--- src/rtl/alu_defs.sv ---
// Shared definitions for the ALU sequencer and the decode stage:
// funct codes, ALU select encodings, sequencer states and decode bundle.
package alu_defs;

  localparam int ALU_WIDTH = 24;

  localparam logic [5:0] FN_MULT = 6'h18;
  localparam logic [5:0] FN_ADD  = 6'h20;
  localparam logic [5:0] FN_ADDU = 6'h21;
  localparam logic [5:0] FN_SUB  = 6'h22;
  localparam logic [5:0] FN_SUBU = 6'h23;
  localparam logic [5:0] FN_AND  = 6'h24;
  localparam logic [5:0] FN_OR   = 6'h25;
  localparam logic [5:0] FN_SLT  = 6'h2A;
  localparam logic [5:0] FN_SLTU = 6'h2B;

  typedef enum logic [1:0] {
    SEL_AND  = 2'b00,
    SEL_OR   = 2'b01,
    SEL_ADD  = 2'b10,
    SEL_LESS = 2'b11
  } alu_sel_e;

  typedef enum logic [2:0] {
    ST_IDLE = 3'd0,
    ST_EXEC = 3'd1,
    ST_SLT2 = 3'd2,
    ST_MUL  = 3'd3,
    ST_DONE = 3'd4
  } seq_state_e;

  typedef struct packed {
    alu_sel_e sel;
    logic     binv;
    logic     cin;
    logic     is_slt;
    logic     is_sltu;
    logic     is_mul;
    logic     signed_ovf_en;
    logic     illegal;
  } funct_dec_t;

  // Two's-complement overflow from the sign bits of both addends and the sum.
  function automatic logic add_ovf(input logic a_msb, input logic b_msb, input logic r_msb);
    return (a_msb == b_msb) && (r_msb != a_msb);
  endfunction

endpackage

--- src/rtl/alu_seq_ctrl_if.sv ---
// Request/response channel between the issue stage (master) and the
// ALU sequencer (slave).
interface alu_seq_ctrl_if #(parameter int WIDTH = 24);

  logic             req_valid;
  logic             req_ready;
  logic [WIDTH-1:0] req_a;
  logic [WIDTH-1:0] req_b;
  logic [5:0]       req_funct;

  logic             rsp_valid;
  logic             rsp_ready;
  logic [WIDTH-1:0] rsp_result;
  logic             rsp_zero;
  logic             rsp_ovf;
  logic             rsp_err;

  modport master (
    output req_valid, req_a, req_b, req_funct, rsp_ready,
    input  req_ready, rsp_valid, rsp_result, rsp_zero, rsp_ovf, rsp_err
  );

  modport slave (
    input  req_valid, req_a, req_b, req_funct, rsp_ready,
    output req_ready, rsp_valid, rsp_result, rsp_zero, rsp_ovf, rsp_err
  );

endinterface

--- src/rtl/alu_funct_decode.sv ---
// Combinational MIPS R-type funct decode into ALU controls and op-class flags.
module alu_funct_decode
  import alu_defs::*;
(
  input  logic [5:0] funct,
  output funct_dec_t dec
);

  // Map funct to ALU select/invert/carry and sequencing flags.
  always_comb begin
    dec     = '0;
    dec.sel = SEL_AND;
    case (funct)
      FN_ADD: begin
        dec.sel           = SEL_ADD;
        dec.signed_ovf_en = 1'b1;
      end
      FN_ADDU: begin
        dec.sel = SEL_ADD;
      end
      FN_SUB: begin
        dec.sel           = SEL_ADD;
        dec.binv          = 1'b1;
        dec.cin           = 1'b1;
        dec.signed_ovf_en = 1'b1;
      end
      FN_SUBU: begin
        dec.sel  = SEL_ADD;
        dec.binv = 1'b1;
        dec.cin  = 1'b1;
      end
      FN_SLT: begin
        dec.sel    = SEL_ADD;
        dec.binv   = 1'b1;
        dec.cin    = 1'b1;
        dec.is_slt = 1'b1;
      end
      FN_SLTU: begin
        dec.sel     = SEL_ADD;
        dec.binv    = 1'b1;
        dec.cin     = 1'b1;
        dec.is_sltu = 1'b1;
      end
      FN_AND: begin
        dec.sel = SEL_AND;
      end
      FN_OR: begin
        dec.sel = SEL_OR;
      end
      FN_MULT: begin
        dec.sel    = SEL_ADD;
        dec.is_mul = 1'b1;
      end
      default: begin
        dec.illegal = 1'b1;
      end
    endcase
  end

endmodule

--- src/rtl/alu_seq_ctrl.sv ---
// Multi-cycle initiator for the external ripple ALU: single-pass ops,
// two-pass SLT/SLTU and a shift-add multiply, with valid/ready handshakes.
module alu_seq_ctrl
  import alu_defs::*;
#(
  parameter int WIDTH = ALU_WIDTH
) (
  input  logic             clk,
  input  logic             rst,
  alu_seq_ctrl_if.slave    bus,
  output logic [WIDTH-1:0] alu_a,
  output logic [WIDTH-1:0] alu_b,
  output logic             alu_cin,
  output logic             alu_binv,
  output logic [WIDTH-1:0] alu_less,
  output logic             alu_sel1,
  output logic             alu_sel0,
  input  logic [WIDTH-1:0] alu_result,
  input  logic             alu_co
);

  localparam int CNT_W = $clog2(WIDTH);

  seq_state_e       state_q, state_d;
  logic [WIDTH-1:0] opa_q, opa_d;
  logic [WIDTH-1:0] opb_q, opb_d;
  logic [WIDTH-1:0] acc_q, acc_d;
  logic [5:0]       funct_q, funct_d;
  logic [CNT_W-1:0] cnt_q, cnt_d;
  logic             lt_q, lt_d;
  logic             req_ready_q, req_ready_d;
  logic             rsp_valid_q, rsp_valid_d;
  logic [WIDTH-1:0] rsp_result_q, rsp_result_d;
  logic             rsp_zero_q, rsp_zero_d;
  logic             rsp_ovf_q, rsp_ovf_d;
  logic             rsp_err_q, rsp_err_d;

  logic [5:0]       dec_funct_s;
  funct_dec_t       dec_s;
  logic [WIDTH-1:0] b_eff_s;
  logic             sovf_s;

  // In IDLE the incoming funct is decoded so the first transition can branch on it.
  assign dec_funct_s = (state_q == ST_IDLE) ? bus.req_funct : funct_q;

  alu_funct_decode u_decode (
    .funct (dec_funct_s),
    .dec   (dec_s)
  );

  assign b_eff_s = dec_s.binv ? ~opb_q : opb_q;
  assign sovf_s  = add_ovf(opa_q[WIDTH-1], b_eff_s[WIDTH-1], alu_result[WIDTH-1]);

  // Drive the ALU from state registers; idle states present AND of zeros.
  always_comb begin
    alu_a    = '0;
    alu_b    = '0;
    alu_cin  = 1'b0;
    alu_binv = 1'b0;
    alu_less = '0;
    {alu_sel1, alu_sel0} = SEL_AND;
    case (state_q)
      ST_EXEC: begin
        alu_a    = opa_q;
        alu_b    = opb_q;
        alu_cin  = dec_s.cin;
        alu_binv = dec_s.binv;
        {alu_sel1, alu_sel0} = dec_s.sel;
      end
      ST_SLT2: begin
        alu_less = {{(WIDTH-1){1'b0}}, lt_q};
        {alu_sel1, alu_sel0} = SEL_LESS;
      end
      ST_MUL: begin
        alu_a = acc_q;
        alu_b = opb_q[0] ? opa_q : '0;
        {alu_sel1, alu_sel0} = SEL_ADD;
      end
      default: begin
        alu_less = '0;
      end
    endcase
  end

  // Next-state and response computation.
  always_comb begin
    state_d      = state_q;
    opa_d        = opa_q;
    opb_d        = opb_q;
    acc_d        = acc_q;
    funct_d      = funct_q;
    cnt_d        = cnt_q;
    lt_d         = lt_q;
    rsp_valid_d  = rsp_valid_q;
    rsp_result_d = rsp_result_q;
    rsp_zero_d   = rsp_zero_q;
    rsp_ovf_d    = rsp_ovf_q;
    rsp_err_d    = rsp_err_q;
    case (state_q)
      ST_IDLE: begin
        if (bus.req_valid) begin
          funct_d   = bus.req_funct;
          opa_d     = bus.req_a;
          opb_d     = bus.req_b;
          acc_d     = '0;
          cnt_d     = '0;
          rsp_ovf_d = 1'b0;
          rsp_err_d = 1'b0;
          if (dec_s.illegal) begin
            state_d      = ST_DONE;
            rsp_err_d    = 1'b1;
            rsp_result_d = '0;
            rsp_zero_d   = 1'b1;
          end else if (dec_s.is_mul) begin
            state_d = ST_MUL;
          end else begin
            state_d = ST_EXEC;
          end
        end else begin
          state_d = ST_IDLE;
        end
      end
      ST_EXEC: begin
        rsp_result_d = alu_result;
        rsp_zero_d   = (alu_result == '0);
        rsp_ovf_d    = dec_s.signed_ovf_en & sovf_s;
        if (dec_s.is_slt || dec_s.is_sltu) begin
          state_d = ST_SLT2;
          lt_d    = dec_s.is_slt ? (alu_result[WIDTH-1] ^ sovf_s) : ~alu_co;
        end else begin
          state_d = ST_DONE;
        end
      end
      ST_SLT2: begin
        rsp_result_d = alu_result;
        rsp_zero_d   = (alu_result == '0);
        rsp_ovf_d    = 1'b0;
        state_d      = ST_DONE;
      end
      ST_MUL: begin
        acc_d = alu_result;
        opa_d = opa_q << 1;
        opb_d = opb_q >> 1;
        cnt_d = cnt_q + CNT_W'(1);
        if (cnt_q == CNT_W'(WIDTH - 1)) begin
          state_d      = ST_DONE;
          rsp_result_d = alu_result;
          rsp_zero_d   = (alu_result == '0);
          rsp_ovf_d    = 1'b0;
        end else begin
          state_d = ST_MUL;
        end
      end
      ST_DONE: begin
        // rsp_valid rises one cycle after entering DONE and falls only on a handshake.
        if (rsp_valid_q && bus.rsp_ready) begin
          state_d     = ST_IDLE;
          rsp_valid_d = 1'b0;
        end else begin
          state_d     = ST_DONE;
          rsp_valid_d = 1'b1;
        end
      end
      default: begin
        state_d     = ST_IDLE;
        rsp_valid_d = 1'b0;
      end
    endcase
    req_ready_d = (state_d == ST_IDLE);
  end

  // State and output registers with synchronous reset.
  always_ff @(posedge clk) begin
    if (rst) begin
      state_q      <= ST_IDLE;
      opa_q        <= '0;
      opb_q        <= '0;
      acc_q        <= '0;
      funct_q      <= 6'd0;
      cnt_q        <= '0;
      lt_q         <= 1'b0;
      req_ready_q  <= 1'b1;
      rsp_valid_q  <= 1'b0;
      rsp_result_q <= '0;
      rsp_zero_q   <= 1'b0;
      rsp_ovf_q    <= 1'b0;
      rsp_err_q    <= 1'b0;
    end else begin
      state_q      <= state_d;
      opa_q        <= opa_d;
      opb_q        <= opb_d;
      acc_q        <= acc_d;
      funct_q      <= funct_d;
      cnt_q        <= cnt_d;
      lt_q         <= lt_d;
      req_ready_q  <= req_ready_d;
      rsp_valid_q  <= rsp_valid_d;
      rsp_result_q <= rsp_result_d;
      rsp_zero_q   <= rsp_zero_d;
      rsp_ovf_q    <= rsp_ovf_d;
      rsp_err_q    <= rsp_err_d;
    end
  end

  assign bus.req_ready  = req_ready_q;
  assign bus.rsp_valid  = rsp_valid_q;
  assign bus.rsp_result = rsp_result_q;
  assign bus.rsp_zero   = rsp_zero_q;
  assign bus.rsp_ovf    = rsp_ovf_q;
  assign bus.rsp_err    = rsp_err_q;

endmodule

--- src/flat_wrapper.sv ---
// flat-port wrapper written by rule: the top's interface ports become plain ports
module alu_seq_ctrl_flat import alu_defs::*;
#(
  parameter int WIDTH = ALU_WIDTH
)
  (clk, rst, alu_a, alu_b, alu_cin, alu_binv, alu_less, alu_sel1, alu_sel0, alu_result, alu_co, bus_req_valid, bus_req_a, bus_req_b, bus_req_funct, bus_rsp_ready, bus_req_ready, bus_rsp_valid, bus_rsp_result, bus_rsp_zero, bus_rsp_ovf, bus_rsp_err);
  alu_seq_ctrl_if #(.WIDTH(WIDTH)) bus_i ();
  input  logic clk;
  input  logic rst;
  output logic [WIDTH-1:0] alu_a;
  output logic [WIDTH-1:0] alu_b;
  output logic alu_cin;
  output logic alu_binv;
  output logic [WIDTH-1:0] alu_less;
  output logic alu_sel1;
  output logic alu_sel0;
  input  logic [WIDTH-1:0] alu_result;
  input  logic alu_co;
  input wire logic [$bits(bus_i.req_valid)-1:0] bus_req_valid;
  input wire logic [$bits(bus_i.req_a)-1:0] bus_req_a;
  input wire logic [$bits(bus_i.req_b)-1:0] bus_req_b;
  input wire logic [$bits(bus_i.req_funct)-1:0] bus_req_funct;
  input wire logic [$bits(bus_i.rsp_ready)-1:0] bus_rsp_ready;
  output wire logic [$bits(bus_i.req_ready)-1:0] bus_req_ready;
  output wire logic [$bits(bus_i.rsp_valid)-1:0] bus_rsp_valid;
  output wire logic [$bits(bus_i.rsp_result)-1:0] bus_rsp_result;
  output wire logic [$bits(bus_i.rsp_zero)-1:0] bus_rsp_zero;
  output wire logic [$bits(bus_i.rsp_ovf)-1:0] bus_rsp_ovf;
  output wire logic [$bits(bus_i.rsp_err)-1:0] bus_rsp_err;
  assign bus_i.req_valid = bus_req_valid;
  assign bus_i.req_a = bus_req_a;
  assign bus_i.req_b = bus_req_b;
  assign bus_i.req_funct = bus_req_funct;
  assign bus_i.rsp_ready = bus_rsp_ready;
  assign bus_req_ready = bus_i.req_ready;
  assign bus_rsp_valid = bus_i.rsp_valid;
  assign bus_rsp_result = bus_i.rsp_result;
  assign bus_rsp_zero = bus_i.rsp_zero;
  assign bus_rsp_ovf = bus_i.rsp_ovf;
  assign bus_rsp_err = bus_i.rsp_err;
  alu_seq_ctrl #(.WIDTH(WIDTH)) u_core (.clk(clk), .rst(rst), .bus(bus_i), .alu_a(alu_a), .alu_b(alu_b), .alu_cin(alu_cin), .alu_binv(alu_binv), .alu_less(alu_less), .alu_sel1(alu_sel1), .alu_sel0(alu_sel0), .alu_result(alu_result), .alu_co(alu_co));
endmodule
--- config.mk ---
export PLATFORM = sky130hd
export DESIGN_NAME = alu_seq_ctrl_flat
export DESIGN_NICKNAME = d
export VERILOG_FILES = /design/src/rtl/alu_defs.sv /design/src/rtl/alu_seq_ctrl_if.sv /design/src/rtl/alu_funct_decode.sv /design/src/rtl/alu_seq_ctrl.sv /design/src/flat_wrapper.sv
export SDC_FILE = /design/constraint.sdc
export NUM_CORES = 1
export LEC_CHECK = 0
export CAP_MARGIN = 20
export CORE_MARGIN = 2
export CORE_UTILIZATION = 51
export CTS_BUF_LIST = sky130_fd_sc_hd__clkbuf_4
export CTS_CLUSTER_DIAMETER = 40
export CTS_CLUSTER_SIZE = 30
export DETAILED_ROUTE_END_ITERATION = 12
export HOLD_SLACK_MARGIN = 0.08
export PLACE_DENSITY = 0.95
export SETUP_SLACK_MARGIN = 0.2
export SLEW_MARGIN = 20
export SYNTH_ARGS = -nofsm -noshare
export SYNTH_HDL_FRONTEND = slang
export SYNTH_SLANG_ARGS = --single-unit
--- constraint.sdc ---
create_clock -name clk -period 4.7 [get_ports clk]
set_input_delay 1.41 -clock clk [delete_from_list [all_inputs] [get_ports clk]]
set_output_delay 1.41 -clock clk [all_outputs]
set_load 0.01 [all_outputs]
# Word-level counts from Yosys, hierarchy flattened
# Index checks and enable logic that the tools add are counted.
[op_classes] addsub=1 reduce_logical=21 eq_ne=19 n_mux=46 n_bitwise=4
[ops] operator="$pmux W24 S2" n=5
[ops] operator="$mux W24" n=8
[ops] operator="$pmux W24 S3" n=1
[ops] operator="$eq A6 B6 Y1 const B" n=8
[ops] operator="$logic_not A24 Y1" n=1
[ops] operator="$not A24 Y24" n=1
[ops] operator="$mux W1" n=15
[ops] operator="$mux W3" n=5
[ops] operator="$pmux W3 S5" n=1
[ops] operator="$pmux W5 S2" n=1
[ops] operator="$reduce_or A9 Y1" n=1
[ops] operator="$reduce_or A4 Y1" n=2
[ops] operator="$reduce_or A7 Y1" n=1
[ops] operator="$eq A3 B2 Y1 const B" n=2
[ops] operator="$eq A6 B5 Y1 const B" n=1
[ops] operator="$logic_not A3 Y1" n=2
[ops] operator="$mux W6" n=1
[ops] operator="$pmux W1 S2" n=3
[ops] operator="$reduce_and A2 Y1" n=3
[ops] operator="$reduce_or A2 Y1" n=3
[ops] operator="$add A5 B1 Y5 const B" n=1
[ops] operator="$eq A5 B5 Y1 const B" n=1
[ops] operator="$mux W5" n=1
[ops] operator="$mux W2" n=2
[ops] operator="19 further kinds" n=21
[word_totals] ff_bits=116 wordCells=104 out_inout_bits=105 input_bits=83

# Depth between registers and ports, before layout
# Gate-level depths: netlist (run 1).
[logic_depth] ltp_word=10 ltp_mapped=7 ltp_nobuf=6

# Modules after synthesis
# A second synthesis (run 1) with hierarchy kept.
[hier_totals] cells_unflattened=643 hier_area_um2=5620.4
[by_module_without_submodules] module="alu_seq_ctrl" area_each_um2=5496.5 instances=1 seq_area_each_um2=2322.2 cells_each=627
[by_module_without_submodules] module="alu_funct_decode" area_each_um2=123.9 instances=1 seq_area_each_um2=0.0 cells_each=16

# Worst setup path before layout (run 1)
# OpenSTA, ideal clock, no wires.
[synth_timing] kind="reg2out" from="reg u_core.state_q[0]" to="out alu_cin" required_ps=3290 n_path_buf=4 stages_incl_launch_ff=7 arrival_time_ps=1646 setup_slack_ps=1644 path_cell_list="dfxtp_1 > buf_2 > nor3b_1 > clkbuf_1 > buf_2 > and2_1 > buf_4"
[synth_via] elab_chain_len=6 word_cells_on_any_way=10 cone_classes="eq/ne: 5; mux: 3; reduce/logical: 2"
[synth_lines] element="from (decl)" line="alu_seq_ctrl.sv:24" text="seq_state_e state_q, state_d;"
[synth_lines] element="from (signal assigned)" line="alu_seq_ctrl.sv:189" text="state_q <= state_d;"
[synth_lines] element="$logic_not A3 Y1" line="alu_seq_ctrl.sv:44" text="assign dec_funct_s = (state_q == ST_IDLE) ? bus.req_funct : funct_q;"
[synth_lines] element="$mux W6" line="alu_seq_ctrl.sv:44"
[synth_lines] element="$eq A6 B6 Y1" line="alu_funct_decode.sv:13" text="case (funct)"
[synth_lines] element="$reduce_or A4 Y1 (no source line)"
[synth_lines] element="$mux W2" line="alu_funct_decode.sv:13"
[synth_lines] element="$mux W1 (*)" line="alu_seq_ctrl.sv:62" text="case (state_q)"
[synth_lines] element="to (decl)" line="flat_wrapper.sv:12" text="output logic alu_cin;"
# Every way passes the cells marked *; elsewhere a longest branch is shown, timed or not.

# Final worst setup path (run 1)
[layout_timing] from="reg u_core.state_q[0]" to="out alu_b[17]"
[layout_via] elab_chain_len=2 word_cells_on_any_way=3 cone_classes="eq/ne: 2; mux: 1"
[layout_lines] element="$eq A3 B2 Y1 / $eq A3 B1 Y1 (equally long branches)" line="alu_seq_ctrl.sv:62"
[layout_lines] element="$pmux W24 S2 (*)" line="alu_seq_ctrl.sv:62"
[layout_lines] element="to (decl)" line="flat_wrapper.sv:11" text="output logic [WIDTH-1:0] alu_b;"
# Marked as above.

==> results of run 1 <==
[cells by family after synthesis]
| kind of cell | Yosys count |
|---|---|
| AND/OR/NAND/NOR | 267 |
| AO/OA/AOI/OAI | 177 |
| flip-flops | 116 |
| buffers and inverters | 85 |
| multiplexers | 6 |
| adder cells (fa/ha/maj) | 2 |
| other | 1 |
| XOR/XNOR | 1 |
[critical path: stages, from the launching register on]
cell             delay (ps)
dfxtp_1                 650
and3b_4                 460
and2_0                  170
buf_4                   280
a22o_1                  210
clkdlybuf4s50_1         550
[cells in the mapped netlist (5+ instances only)]
cell      number
nor2_1        57
nand2_1      140
clkbuf_1      38
a311oi_1      49
a22o_1        70
nor3_1         5
nor3b_1        5
buf_2         13
buf_4         29
dfxtp_1      116
nor4_1         7
nand3_1       29
a21oi_1       39
[registers in the layout, summed over array words and instances (netlist names), 3 cells and up]
register	flops
u_core.opb_q	24
u_core.funct_q	6
u_core.state_q	3
u_core.bus.rsp_result	24
u_core.acc_q	24
u_core.opa_q	24
u_core.cnt_q	5
[through the flow]
step | std cells | cell area, µm² | total power [W] | setup slack (ps)
floorplan | 677 | 5540 | 0.00122 | 1640
global placement | 900 | 6950 | 0.00133 | 998
detailed placement | 900 | 6950 | 0.00134 | 885
CTS | 932 | 7230 | 0.00203 | 291
global route | 932 | 7230 | 0.00211 | 243
finish | 932 | 7230 | 0.00204 | 444
[how the worst min path moves through the flow]
stage	from	slack, ps	endpoint
detailed placement	u_core.bus.rsp_err$_SDFFE_PP0P_	450	u_core.bus.rsp_err$_SDFFE_PP0P_
CTS	u_core.bus.rsp_err$_SDFFE_PP0P_	470	u_core.bus.rsp_err$_SDFFE_PP0P_
global route	u_core.bus.rsp_err$_SDFFE_PP0P_	490	u_core.bus.rsp_err$_SDFFE_PP0P_
floorplan	u_core.cnt_q[4]$_SDFFE_PP0P_	450	u_core.cnt_q[4]$_SDFFE_PP0P_
finish	u_core.bus.rsp_err$_SDFFE_PP0P_	470	u_core.bus.rsp_err$_SDFFE_PP0P_
global placement	u_core.bus.rsp_err$_SDFFE_PP0P_	450	u_core.bus.rsp_err$_SDFFE_PP0P_
[power breakdown]
| part | total, W | switching (W) | internal (W) |
|---|---|---|---|
| clock | 0.000714 | 0.000438 | 0.000276 |
| sequential | 0.00107 | 0.0000496 | 0.00102 |
| combinational | 0.000250 | 0.000130 | 0.000119 |
| total | 0.00204 | 0.000618 | 0.00142 |
[routing by layer]
layer  global-route usage  up-vias
li1                     -     2581
met1                0.379     2621
met2                0.470      322
met3               0.0745       40
met4                0.124        0
met5                    0        -
[what timing repair did]
item | in CTS | in global routing
endpoints found under the hold margin | 0 | 0
hold buffers | 0 | 0
endpoints found under the setup margin | 0 | 36
resized for setup | 0 | 2
[final cells by class]
| type | instances | share of cell area |
|---|---|---|
| Inverter | 1 | 0.000519 |
| Tap cell | 136 | 0.0235 |
| Clock inverter | 15 | 0.0204 |
| Sequential cell | 116 | 0.321 |
| Multi-Input combinational cell | 476 | 0.383 |
| Clock buffer | 17 | 0.0176 |
| Timing Repair Buffer | 171 | 0.234 |
==> results by group, run 1 <==
Layout
  • Share of cells above drive strength 1: 0.0666
  • Storage cell area: 2320 µm²
  • Antenna diodes: 0
  • Multi-input gate area: 2770 µm²
  • Fill count: 849
  • Commonest non-fill, non-tap cell in the layout: clkdlybuf4s50_1
  • Most frequent cells in the layout: clkdlybuf4s50_1, nand2_1, dfxtp_1
  • Area grow syn2layout: 32.6%
  • Final nets: 867
  • Final core utilization: 0.697

Detailed routing
  • Post-Route WL: 17.2 mm
  • Post-DRT Antenna Nets: 0
  • Via density: 5.97
  • Metal1 wirelength: 7.08 mm
  • Pre-antenna DRT Iters: 5
  • Remaining DRCs: 0
  • Highest routed layer: met4
  • Wire length per cell: 18.4 µm
  • Vias: 5,564
  • Met3 WL: 1.51 mm
  • Met2 wire length: 8.12 mm
  • Detailed Route Iter0 Violations: 519

Worst hold path
  • Worst min path class: register to register
  • Hold path depth: 2

Clocking
  • H-tree Lvls: 4
  • Number of buffers created by CTS: 17
  • Setup Fix Bufs, Post-CTS: 0
  • CTS tree: built
  • CTS Root Buffer Type: clkbuf_4
  • Clock transition at path regs: 130 ps
  • CTS max path bufs: 2
  • Clock Latency Late Sink: 530 ps
  • Clock sink count: 116

Floorplan
  • Core area: 10,400 µm²
  • Die area: 11,500 µm²
  • FP Rows: 37
  • Die Height: 107 µm
  • Die width: 107 µm
  • Initial Utilization: 0.526
  • # IOs: 188

Critical path
  • Kind of critical path: register to primary output
  • Crit. Startpoint: u_core.state_q[0]$_SDFF_PP0_
  • Worst EP required: 3290 ps
  • Worst Setup End Kind: primary output
  • Worst r2r path cells: 6
  • CP endpoint: alu_b[17]
  • CP arrival: 2850 ps
  • Reg2reg setup slack: 2230 ps
  • Reg-to-Reg Start: u_core.cnt_q[0]$_SDFFE_PP0P_
  • Max FO, Critical Path: 22
  • CP Launch Type: register
  • RR Endpoint: u_core.bus.rsp_result[10]$_SDFFE_PP0P_

Timing
  • Final Hold Fails: 0
  • Fin crit share: 0.906
  • Hold WS: 466 ps
  • RSZ-0062 raised after global routing: false
  • Worst relative slew slack: 0.326
  • Fmax: 0.235 GHz
  • Clock skew: 22.4 ps
  • Period minus WS final: 4260 ps
  • Tightest Pin Transition: 1010 ps
  • Final max-slew violation count: 0
  • Fin Setup TNS: 0 ps
  • Final setup vio count: 0

Run
  • Max-cap viol count: 0

Global route
  • Initial antenna violation count: 0
  • GR Util All Layers: 0.294
  • Global route overflow: 0
  • Largest net degree at the start of global routing: 84
  • Number of global-route vias before repair: 5,296
  • First-pass GRT wire length: 26.9 mm

Synth
  • Syn_area_per_cell: 8.33 µm²
  • Register area share after synthesis: 0.426
  • Synthesized cell area: 5460 µm²
  • #FFs+latches synth: 116
  • Dominant synthesized flop cell: dfxtp_1
  • Asr flop ratio synth: 0
  • Largest family of logic cells by synthesized area: compound AO/OA/AOI/OAI gates
  • Synth Area in Adders: 0.00413
  • Top cells by area, synth: dfxtp_1, a22o_1, nand2_1
  • Cells after Synth: 655
  • EDFF count, synth: 0
  • Multiplexer share of the synthesized area: 0.0115
  • Leading area contributor after synthesis: dfxtp_1
  • Synth warn: 0
  • Compound-Gate Fraction of Synth Area: 0.255
  • Post-synth top area share: 0.426
  • XOR/XNOR Fraction of Synth Area: 0.00161
  • Cell variety after synth: 50
  • Synth Area in Simple Gates: 0.217

Placement
  • Port bufs: 164
  • RePlAce Congestion: 0.933
  • DP HPWL: 12.0 mm

Power and ir drop
  • P per Cell Area: 281 nW/µm²
  • Leakage: 2.65 nW
  • Maximum VDD drop: 0.000223 V

Status
  • Outcome: finished, final reports clean
Note: power is estimated with default switching activity, not from simulation.
==> run 2, diff against run 1 <==
--- a/config.mk
+++ b/config.mk
@@ -6,7 +6,7 @@
 export NUM_CORES = 1
 export LEC_CHECK = 0
 export CAP_MARGIN = 20
-export CORE_MARGIN = 2
+export CORE_MARGIN = 4
 export CORE_UTILIZATION = 51
 export CTS_BUF_LIST = sky130_fd_sc_hd__clkbuf_4
 export CTS_CLUSTER_DIAMETER = 40
==> results by group, run 2 (synthesis results as in run 1) <==
Floorplan
  • FP Rows: 37
  • Die Height: 111 µm
  • Core area: 10,400 µm²
  • Initial Utilization: 0.526
  • Die area: 12,400 µm²
  • # IOs: 188
  • Die width: 111 µm

Critical path
  • Max FO, Critical Path: 55
  • Crit. Startpoint: u_core.state_q[1]$_SDFF_PP0_
  • Worst path slowest cell: dfxtp_1
  • Reg-to-Reg Start: u_core.state_q[1]$_SDFF_PP0_
  • CP delay by family, top: buffers and inverters
  • RR Endpoint: u_core.opb_q[2]$_SDFFE_PP0P_
  • Worst r2r path cells: 4
  • Worst Setup End Kind: primary output
  • Reg2reg setup slack: 2140 ps
  • CP endpoint: alu_a[17]
  • Slowest stage delay, CP: 750 ps
  • WP buf/inv: 2
  • CP Launch Type: register
  • Kind of critical path: register to primary output
  • Worst path cell trace: and3b_2, buf_4, a22o_1, clkdlybuf4s50_1
  • Worst EP required: 3290 ps
  • CP arrival: 2850 ps
  • Crit path depth: 4

Clocking
  • CTS tree: built
  • Number of buffers created by CTS: 17
  • Setup Fix Bufs, Post-CTS: 0
  • Clock Latency Late Sink: 520 ps
  • CTS max path bufs: 2
  • Hold_buf cts: 0
  • CTS Root Buffer Type: clkbuf_4
  • PostCTS Resize Cnt: 0
  • H-tree Lvls: 4
  • Clock sink count: 116
  • Clock transition at path regs: 120 ps

Detailed routing
  • Post-DRT Antenna Nets: 0
  • Remaining DRCs: 0
  • Via density: 5.95
  • Post-Route WL: 16.9 mm
  • Detailed Route Iter0 Violations: 612
  • Vias: 5,542
  • Pre-antenna DRT Iters: 5
  • Wire length per cell: 18.1 µm

Power and ir drop
  • Sw frac: 0.296
  • Maximum VDD drop: 0.000165 V
  • Clock share of power: 0.342
  • P per Cell Area: 278 nW/µm²
  • Leakage: 2.63 nW
  • Gate power share: 0.125
  • P_int: 0.00141 W
  • Power Total: 0.00200 W
  • NetSw: 0.000593 W
  • Share of power burned in registers: 0.533

Worst hold path
  • Worst min path class: register to register

Global route
  • GR Util All Layers: 0.263
  • Number of global-route vias before repair: 5,139
  • Initial antenna violation count: 1
  • Largest net degree at the start of global routing: 84
  • Global route overflow: 0
  • First-pass GRT wire length: 26.7 mm

Timing
  • Worst relative slew slack: 0.286
  • Fin crit share: 0.906
  • Final Hold Fails: 0
  • Final max-slew violation count: 0
  • Tightest Pin Transition: 1070 ps
  • Fmax: 0.235 GHz
  • Final setup margin: 443 ps
  • Fin Setup TNS: 0 ps
  • RSZ-0062 raised after global routing: false
  • Period minus WS final: 4260 ps
  • Clock skew: 19.5 ps
  • Final setup vio count: 0

Layout
  • Final core utilization: 0.695
  • Storage cell area: 2320 µm²
  • Area grow syn2layout: 32.2%
  • Share of cells above drive strength 1: 0.0642
  • Fill count: 822
  • Commonest non-fill, non-tap cell in the layout: clkdlybuf4s50_1
  • Most frequent cells in the layout: clkdlybuf4s50_1, nand2_1, dfxtp_1
  • Multi-input gate area: 2770 µm²
  • Final nets: 866
  • Finished Layout Cells: 932

Run
  • Max-cap viol count: 0

Placement
  • Port bufs: 164
  • RePlAce Congestion: 0.937
  • DP HPWL: 11.8 mm
  • Dpl ws: 1050 ps
  • Placed instance count: 899

Status
  • Outcome: finished, final reports clean
run 2: cell types whose count changed in the layout (fill, tap and decap cells not counted), sizes merged:
cell and delta:
diode +1, inv -4, buf -1, clkinvlp +3, clkbuf +1
run 2: worst min-delay path by stage:
stage                                                         to  depth (start not counted)                                    from  slack (ps)
after global routing      u_core.bus.rsp_result[15]$_SDFFE_PP0P_                          1  u_core.bus.rsp_result[15]$_SDFFE_PP0P_         510
after floorplan                     u_core.cnt_q[4]$_SDFFE_PP0P_                          1            u_core.cnt_q[4]$_SDFFE_PP0P_         450
after global placement           u_core.bus.rsp_err$_SDFFE_PP0P_                          2         u_core.bus.rsp_err$_SDFFE_PP0P_         450
after CTS                          u_core.acc_q[23]$_SDFFE_PP0P_                          2           u_core.acc_q[23]$_SDFFE_PP0P_         480
final                              u_core.acc_q[23]$_SDFFE_PP0P_                          2           u_core.acc_q[23]$_SDFFE_PP0P_         470
after detailed placement           u_core.acc_q[23]$_SDFFE_PP0P_                          2           u_core.acc_q[23]$_SDFFE_PP0P_         460
run 2: power groups by stage:
stage / combinational [W] / clock (W) / sequential, W
after floorplan: 0.000150 / 0 / 0.00107
after CTS: 0.000248 / 0.000690 / 0.00107
after detailed placement: 0.000246 / 0 / 0.00109
final: 0.000250 / 0.000686 / 0.00107
after global routing: 0.000271 / 0.000734 / 0.00107
after global placement: 0.000239 / 0 / 0.00109
run 2: worst min-delay path: stages, from the launching register on:
cell	delay [ps]
dfxtp_1	320
nand3_1	60
a21oi_1	60
run 2: area by class of cell:
cell class                 instances  area share
tap                              136      0.0236
antenna                            1    0.000347
multi-input combinational        476       0.384
clock buffer                      18      0.0187
inverter                           1    0.000520
timing repair buffer             170       0.233
clock inverter                    14      0.0179
sequential                       116       0.322
run 2: metal layers:
layer,track usage,share of wire,vias up
met5,0,0,-
met4,0.111,0.023,0
met3,0.0582,0.087,38
met2,0.411,0.47,290
met1,0.351,0.42,2629
li1,-,-,2585
run 2: stage by stage:
stage | cell area (µm²) | hold WS (ps)
finish | 7210 | 475
global placement | 6950 | 449
detailed placement | 6950 | 463
floorplan | 5540 | 448
CTS | 7210 | 479
global route | 7210 | 506
